<file path="src/rtl/cpu_pkg.sv">
// Shared CPU definitions: fetch FSM states, instruction field positions and
// fixed encodings used by the fetch, decode and instruction memory blocks.
package cpu_pkg;

  typedef enum logic [1:0] {
    ST_BOOT   = 2'd0,
    ST_RUN    = 2'd1,
    ST_DRAIN  = 2'd2,
    ST_HALTED = 2'd3
  } fetch_state_t;

  localparam logic [31:0] RESET_PC     = 32'hFFFF_FFFC;
  localparam logic [31:0] NOP_INSTR    = 32'h0000_0000;
  localparam logic [5:0]  HALT_OP      = 6'b111111;
  localparam int          DRAIN_CYCLES = 4;

  localparam int OPCODE_MSB = 31;
  localparam int OPCODE_LSB = 26;
  localparam int FUNCT_MSB  = 5;
  localparam int FUNCT_LSB  = 0;

  function automatic logic [5:0] opcode_of(input logic [31:0] instr);
    return instr[OPCODE_MSB:OPCODE_LSB];
  endfunction

  function automatic logic [5:0] funct_of(input logic [31:0] instr);
    return instr[FUNCT_MSB:FUNCT_LSB];
  endfunction

endpackage

</file>
<file path="src/rtl/if_id_reg.sv">
// Pipeline register for {instruction, pc+4, valid} with load enable and a
// squash input that forces a bubble; clear has priority over load.
module if_id_reg
  import cpu_pkg::*;
#(
  parameter logic [31:0] NOP_INSTR = cpu_pkg::NOP_INSTR
) (
  input  logic        clk,
  input  logic        rst,
  input  logic        en,
  input  logic        clr,
  input  logic [31:0] instru_d,
  input  logic [31:0] pc4_d,
  input  logic        valid_d,
  output logic [31:0] instru_q,
  output logic [31:0] pc4_q,
  output logic        valid_q
);

  always_ff @(posedge clk) begin
    if (rst) begin
      instru_q <= NOP_INSTR;
      pc4_q    <= 32'd0;
      valid_q  <= 1'b0;
    end else if (clr) begin
      instru_q <= NOP_INSTR;
      pc4_q    <= 32'd0;
      valid_q  <= 1'b0;
    end else if (en) begin
      instru_q <= instru_d;
      pc4_q    <= pc4_d;
      valid_q  <= valid_d;
    end
  end

endmodule

</file>
<file path="src/rtl/fetch_ctrl.sv">
// IF stage: program counter, next-PC selection, halt detection/drain FSM and
// the IF/ID register feeding the decode stage.
//
//   state     | meaning
//   ----------+-----------------------------------------------------------
//   ST_BOOT   | one cycle after reset; boot-slot word ignored, pc -> 0
//   ST_RUN    | normal fetch; stall holds, flush redirects, halt -> drain
//   ST_DRAIN  | halt seen; bubbles issued while drain counter runs down
//   ST_HALTED | pipeline empty, halted asserted; only rst leaves
module fetch_ctrl
  import cpu_pkg::*;
#(
  parameter logic [31:0] RESET_PC     = cpu_pkg::RESET_PC,
  parameter logic [31:0] NOP_INSTR    = cpu_pkg::NOP_INSTR,
  parameter logic [5:0]  HALT_OP      = cpu_pkg::HALT_OP,
  parameter int          DRAIN_CYCLES = cpu_pkg::DRAIN_CYCLES
) (
  input  logic        clk,
  input  logic        rst,
  input  logic        stall,
  input  logic        flush,
  input  logic [31:0] redirect_addr,
  input  logic [31:0] instru_in,
  output logic [31:0] pc_out,
  output logic [31:0] ifid_instru,
  output logic [31:0] ifid_pc4,
  output logic        ifid_valid,
  output logic        halted,
  output logic [1:0]  state_dbg
);

  localparam int CW = (DRAIN_CYCLES > 1) ? $clog2(DRAIN_CYCLES) : 1;
  localparam logic [CW-1:0] DRAIN_LOAD = CW'(DRAIN_CYCLES - 1);

  fetch_state_t  state_q, state_nxt;
  logic [31:0]   pc_q, pc_nxt;
  logic [CW-1:0] cnt_q, cnt_nxt;
  logic          halted_q, halted_nxt;
  logic          ifid_en, ifid_clr;
  logic [31:0]   pc_plus4;
  logic [31:0]   redirect_pc;
  logic          halt_seen;

  assign pc_plus4    = pc_q + 32'd4;
  assign redirect_pc = {redirect_addr[31:2], 2'b00};
  assign halt_seen   = (opcode_of(instru_in) == HALT_OP);

  always_ff @(posedge clk) begin
    if (rst) begin
      state_q  <= ST_BOOT;
      pc_q     <= RESET_PC;
      cnt_q    <= '0;
      halted_q <= 1'b0;
    end else begin
      state_q  <= state_nxt;
      pc_q     <= pc_nxt;
      cnt_q    <= cnt_nxt;
      halted_q <= halted_nxt;
    end
  end

  always_comb begin
    state_nxt  = state_q;
    pc_nxt     = pc_q;
    cnt_nxt    = cnt_q;
    halted_nxt = halted_q;
    ifid_en    = 1'b0;
    ifid_clr   = 1'b0;

    case (state_q)
      ST_BOOT: begin
        ifid_clr  = 1'b1;
        state_nxt = ST_RUN;
        pc_nxt    = flush ? redirect_pc : 32'd0;
        cnt_nxt   = '0;
      end
      ST_RUN: begin
        if (flush) begin
          pc_nxt   = redirect_pc;
          ifid_clr = 1'b1;
          cnt_nxt  = '0;
        end else if (!stall) begin
          if (halt_seen) begin
            // halt word itself is never forwarded; pc parks on it
            ifid_clr  = 1'b1;
            state_nxt = ST_DRAIN;
            cnt_nxt   = DRAIN_LOAD;
          end else begin
            pc_nxt  = pc_plus4;
            ifid_en = 1'b1;
          end
        end
      end
      ST_DRAIN: begin
        ifid_clr = 1'b1;
        if (flush) begin
          // an older branch resolved: the halt was on a wrong path
          pc_nxt    = redirect_pc;
          state_nxt = ST_RUN;
          cnt_nxt   = '0;
        end else if (!stall) begin
          if (cnt_q == '0) begin
            state_nxt  = ST_HALTED;
            halted_nxt = 1'b1;
          end else begin
            cnt_nxt = cnt_q - 1'b1;
          end
        end
      end
      ST_HALTED: begin
      end
      default: begin
        state_nxt = ST_BOOT;
        pc_nxt    = RESET_PC;
        ifid_clr  = 1'b1;
      end
    endcase
  end

  if_id_reg #(
    .NOP_INSTR (NOP_INSTR)
  ) u_if_id (
    .clk      (clk),
    .rst      (rst),
    .en       (ifid_en),
    .clr      (ifid_clr),
    .instru_d (instru_in),
    .pc4_d    (pc_plus4),
    .valid_d  (1'b1),
    .instru_q (ifid_instru),
    .pc4_q    (ifid_pc4),
    .valid_q  (ifid_valid)
  );

  assign pc_out    = pc_q;
  assign halted    = halted_q;
  assign state_dbg = state_q;

endmodule

</file>
<file path="config.mk">
export PLATFORM = sky130hd
export DESIGN_NAME = fetch_ctrl
export DESIGN_NICKNAME = d
export VERILOG_FILES = /design/src/rtl/cpu_pkg.sv /design/src/rtl/if_id_reg.sv /design/src/rtl/fetch_ctrl.sv
export SDC_FILE = /design/constraint.sdc
export NUM_CORES = 1
export LEC_CHECK = 0
export ABC_AREA = 1
export CELL_PAD_IN_SITES_DETAIL_PLACEMENT = 1
export CELL_PAD_IN_SITES_GLOBAL_PLACEMENT = 1
export CORE_ASPECT_RATIO = 0.5
export CORE_MARGIN = 5
export CORE_UTILIZATION = 35
export CTS_CLUSTER_SIZE = 10
export DETAILED_ROUTE_END_ITERATION = 7
export PLACE_DENSITY = 0.86
export SYNTH_ARGS = -nofsm -noshare
export SYNTH_HDL_FRONTEND = slang
export SYNTH_HIERARCHICAL = 1
export SYNTH_SLANG_ARGS = --single-unit
export TNS_END_PERCENT = 30
</file>
<file path="constraint.sdc">
create_clock -name clk -period 5.51 [get_ports clk]
set_input_delay 0.551 -clock clk [delete_from_list [all_inputs] [get_ports clk]]
set_output_delay 0.551 -clock clk [all_outputs]
set_load 0.02 [all_outputs]
</file>
# Word level (Yosys, flattened, before mapping)
# Index checks and enable logic that the tools add are counted.
dict set report word_totals {
  regBits 102
  wordCells 61
  input_bits 68
}
dict set report classes {
  reduce_logical 9
  n_addsub 2
  n_mux 28
  bitwise 2
  eq_ne 13
}
# operator count
set op_table {}
lappend op_table {{$mux 32} 5}
lappend op_table {{$pmux 32 s3} 1}
lappend op_table {{$add 32x3->32 const B} 1}
lappend op_table {{$mux 2} 12}
lappend op_table {{$ne 3x3->1 const B} 6}
lappend op_table {{$pmux 2 s3} 2}
lappend op_table {{$ne 2x2->1 const B} 4}
lappend op_table {{$reduce_and 4->1} 2}
lappend op_table {{$mux 1} 7}
lappend op_table {{$eq 6x6->1 const B} 1}
lappend op_table {{$reduce_and 6->1} 1}
lappend op_table {{$reduce_and 5->1} 1}
lappend op_table {{$logic_not 2->1} 2}
lappend op_table {{$reduce_or 2->1} 2}
lappend op_table {{$reduce_bool 3->1} 1}
lappend op_table {{$eq 2x1->1 const B} 1}
lappend op_table {{$eq 2x2->1 const B} 1}
lappend op_table {{$not 1->1} 2}
lappend op_table {{$pmux 1 s2} 1}
lappend op_table {{$sub 2x1->2 const B} 1}

# Depth between registers and ports, before layout
dict set report depth {
  ltp_word 6
  mapped_depth 12
}

# Modules after synthesis
# The synthesis kept the hierarchy.
# module cells_per_inst area_each_um2 seq_area_each_um2 n_inst
set modules_own_cells {}
lappend modules_own_cells {fetch_ctrl 535 3194.3 700.7 1}
lappend modules_own_cells {if_id_reg 412 2645.0 1301.2 1}

# Least setup slack after synthesis
# No wires, ideal clock.
dict set report synth_timing {
  path_kind {register -> register}
  start {reg state_q[0] (netlist: state_dbg[0])}
  end {reg u_if_id.instru_q[0]}
  synth_period_minus_slack_ns 1.970
  arrival_time_ns 1.857
  n_path_buf 3
  t_required_ns 5.397
  slack_ns 3.540
  stages_incl_launch_ff 12
  path_cell_list {dfxtp_1 > ha_1 > nand2_1 > inv_1 > buf_4 > nand2_1 > nor2_1 > buf_2 > buf_2 > nand2_1 > nand2_1 > nor2_1}
}
# element line_no
set synth_rtl {}
lappend synth_rtl {{from (decl)} fetch_ctrl.sv:35} ;# fetch_state_t state_q, state_nxt;
lappend synth_rtl {{from (signal assigned)} fetch_ctrl.sv:55} ;# state_q <= state_nxt;
lappend synth_rtl {{$eq 2x1->1} fetch_ctrl.sv:70} ;# case (state_q)
lappend synth_rtl {{$mux 1} fetch_ctrl.sv:70}
lappend synth_rtl {{net ifid_en} fetch_ctrl.sv:39} ;# logic ifid_en, ifid_clr;
lappend synth_rtl {{to (signal assigned)} if_id_reg.sv:30} ;# instru_q <= instru_d;
lappend synth_rtl {{to (decl)} if_id_reg.sv:15} ;# output logic [31:0] instru_q,
# The timed path passes the listed nets, and every way through them passes these cells.
# A chain may end at the register's enable or synchronous reset.

# Final worst setup path
dict set report layout_timing {
  start {in flush}
  end {reg u_if_id.pc4_q[30]}
}
# element line_no
set layout_rtl {}
lappend layout_rtl {{from (decl)} fetch_ctrl.sv:21} ;# input logic flush,
lappend layout_rtl {{$mux 1} fetch_ctrl.sv:78} ;# if (flush) begin
lappend layout_rtl {{$mux 1} fetch_ctrl.sv:70}
lappend layout_rtl {{net ifid_en} fetch_ctrl.sv:39}
lappend layout_rtl {{to (signal assigned)} if_id_reg.sv:31} ;# pc4_q <= pc4_d;
lappend layout_rtl {{to (decl)} if_id_reg.sv:16} ;# output logic [31:0] pc4_q,
# The timed path passes the listed nets, and every way through them passes these cells.

==> results.json <==
{
  "cts_setup_buffers": 0,
  "cts_sinks": 100,
  "synth_most_common_cell": "nand2_1",
  "hold_viol_final": 0,
  "cts_root_buffer": "clkbuf_16",
  "vias": 6155,
  "crit_chain": "clkdlybuf4s50_1 > buf_4 > inv_2 > nand2_1 > inv_1 > nand2_1 > nor2_4 > buf_4 > nand2_1 > nand2_1 > nor2_1",
  "synth-edff-count": 0,
  "slew_viol_final": 0,
  "critPathRequiredTime_ps": 5750,
  "wl_mm": 19.9,
  "grt.overflow.total": 0,
  "dr.first_iter.drc_count": 230,
  "synth_area_sq_mm": 0.00584,
  "ctsResizeCount": 0,
  "start_util_pct": 35.7,
  "drt_first_pass_iters": 4,
  "synth-seq-cells": 100,
  "critical_path_class": "primary input to register",
  "grt_use_total_pct": 20.2,
  "worst_path_largest_cell_delay_ps": 800,
  "num_antenna_cells": 0,
  "grt_pass1_wl_mm": 31.7,
  "tightest_slew_ps": 1010,
  "cts_hold_buf": 0,
  "switching_share_pct": 45.8,
  "period_share_pct": 58.6,
  "cts_tree": "yes",
  "slew_headroom_pct": 32.4,
  "dp.final_hpwl_mm": 15.1,
  "rsz0062_at_grt": "no",
  "finalClockSkew_ps": 10.0,
  "drive_gt1_share_pct": 6.66,
  "worstSetupEndpointType": "register",
  "leakage_nw": 3.55,
  "clock_latency_ps": 350,
  "grt_pass1_vias": 6270,
  "arrival_ps": 3470,
  "vdd_drop_max_uv": 249,
  "fin_crit_ps": 3230,
  "antenna_found_initial": 1,
  "setup_violations": 0,
  "cts_made_buffers": 9,
  "synth-seq-area-share_pct": 34.3,
  "flow.area_growth_from_synthesis_pct": 35.9,
  "synth_cells": 947,
  "antenna_left": 0,
  "cp_num_buf_inv": 5,
  "clk_pin_slew_ps": 80,
  "grt_start_max_net_pins": 50,
  "avgSynthCellArea_sq_um": 6.17,
  "gp_congestion": 0.868,
  "dieArea_sq_mm": 0.0195,
  "synth_top_area_share_pct": 34.3,
  "synth_largest_area_cell": "dfxtp_1",
  "p_comb_share_pct": 49.8,
  "io_buffers": 163,
  "hold_class": "register to register",
  "synthFlopType": "dfxtp_1",
  "rows": 33,
  "slowest_stage": "clkdlybuf4s50_1",
  "fp.dieH_um": 101,
  "switching_power_w": 0.00149,
  "p_int_w": 0.00176,
  "fillers": 2176,
  "synth.yosys.warnings": 6,
  "viasPerCell": 4.65,
  "cp_common_cell": "nand2_1",
  "status": "completed",
  "tns_ps": 0,
  "max_freq_ghz": 0.310,
  "fin_nets": 1166,
  "synth_commonest_cells": "345 x nand2_1, 190 x nor2_1, 100 x dfxtp_1",
  "coreArea_sq_mm": 0.0164,
  "power_frac_seq_pct": 30.7,
  "synthDistinctLibCells": 32,
  "die_w_um": 193,
  "cts.path.max_buffers": 2,
  "pwr-share-clk_pct": 19.5,
  "cap_viol_max_count": 0,
  "synth.area.top_cells": "dfxtp_1 34%, nand2_1 22%, nor2_1 12%, inv_1 6.3%, a21oi_1 5.4%",
  "pwr_density_cell_mw_per_mm2": 409,
  "htree_num_levels": 3,
  "num_io_pins": 168,
  "routedWlPerCell_um": 15.1,
  "startpoint_type": "primary input",
  "postSynth.asyncResetShare_pct": 0,
  "hold_ws_ps": 471,
  "cp_top_family": "buffers and inverters",
  "drc": 0,
  "path_max_fanout": 24
}
==> final timing paths <==
path | startpoint | endpoint | slack [ps] | depth (start not counted)
min | u_if_id/instru_q[18] | u_if_id/instru_q[18] | 470 | 2
min reg2reg | u_if_id/instru_q[18] | u_if_id/instru_q[18] | 470 | 2
max | flush | u_if_id/pc4_q[30] | 2280 | 11
max reg2reg | state_dbg[0] | pc_out[3] | 2530 | 8
==> metal layers <==
| metal | track usage (%) | wire (um) | up-vias |
|---|---|---|---|
| li1 | - | - | 3108 |
| met1 | 25.5 | 8980 | 2908 |
| met2 | 36.1 | 9640 | 118 |
| met3 | 4.68 | 1130 | 19 |
| met4 | 3.40 | 182 | 2 |
| met5 | 0 | 13 | - |
==> layout by cell type, fill, tap and decap left out, types with 6 or more instances in the layout <==
| master | synthesis | routed |
|---|---|---|
| a21oi_1 | 63 | 63 |
| buf_4 | 15 | 8 |
| clkbuf_16 | 0 | 9 |
| clkdlybuf4s50_1 | 0 | 163 |
| dfxtp_1 | 100 | 100 |
| ha_1 | 7 | 7 |
| inv_1 | 98 | 98 |
| nand2_1 | 345 | 345 |
| nand2_2 | 11 | 11 |
| nand3_1 | 16 | 16 |
| nand3b_1 | 6 | 6 |
| nor2_1 | 190 | 188 |
| nor2_2 | 7 | 7 |
| nor2_4 | 7 | 9 |
| o21ai_0 | 11 | 11 |
| xor2_2 | 7 | 7 |
==> metrics by stage <==
step	total power (W)	cell area [sq um]	util (%)	cells	setup slack, ps
after floorplan	0.00206	5850	-	950	3540
after global placement	0.00255	7640	46.7	1307	2040
after detailed placement	0.00262	7640	46.7	1307	1960
after CTS	0.00327	7940	48.5	1323	2340
after global routing	0.00350	7940	48.5	1323	2150
final	0.00324	7940	48.5	1323	2280
==> cell type report <==
class / count / area [sq um] / share of cell area, %
Tap cell: 227 / 284 / 3.58
Inverter: 102 / 383 / 4.82
Clock inverter: 6 / 57.6 / 0.725
Multi-Input combinational cell: 705 / 3240 / 40.8
Timing Repair Buffer: 173 / 1730 / 21.8
Clock buffer: 10 / 239 / 3.01
Sequential cell: 100 / 2000 / 25.2
==> worst min-delay path, stage by stage (launching register included) <==
cell	delay (ps)
dfxtp_1	310
nor2_1	80
nor2_1	50
==> flip-flops by register name, indices dropped and copies added, names as in the netlist <==
name,flops
pc_out,30
cnt_q,2
state_dbg,2
u_if_id/instru_q,32
u_if_id/valid_q,1
u_if_id/pc4_q,32
halted,1
==> power by group through the flow <==
stage               logic [W]  clock network (W)  registers (W)
floorplan            0.000971                  0        0.00109
global placement      0.00155                  0        0.00100
detailed placement    0.00161                  0        0.00101
CTS                   0.00163           0.000652       0.000996
global route          0.00179           0.000688        0.00102
finish                0.00161           0.000634       0.000996
==> cell families after synthesis <==
group | after synthesis | share of synthesized area [%]
other cells | 2 | 0.129
flops | 100 | 34.3
simple gates | 597 | 42.9
fa+ha+maj | 7 | 1.50
buf+inv | 145 | 10.7
xor+xnor | 14 | 3.00
compound gates | 82 | 7.46
(Power assumes the default switching activity.)
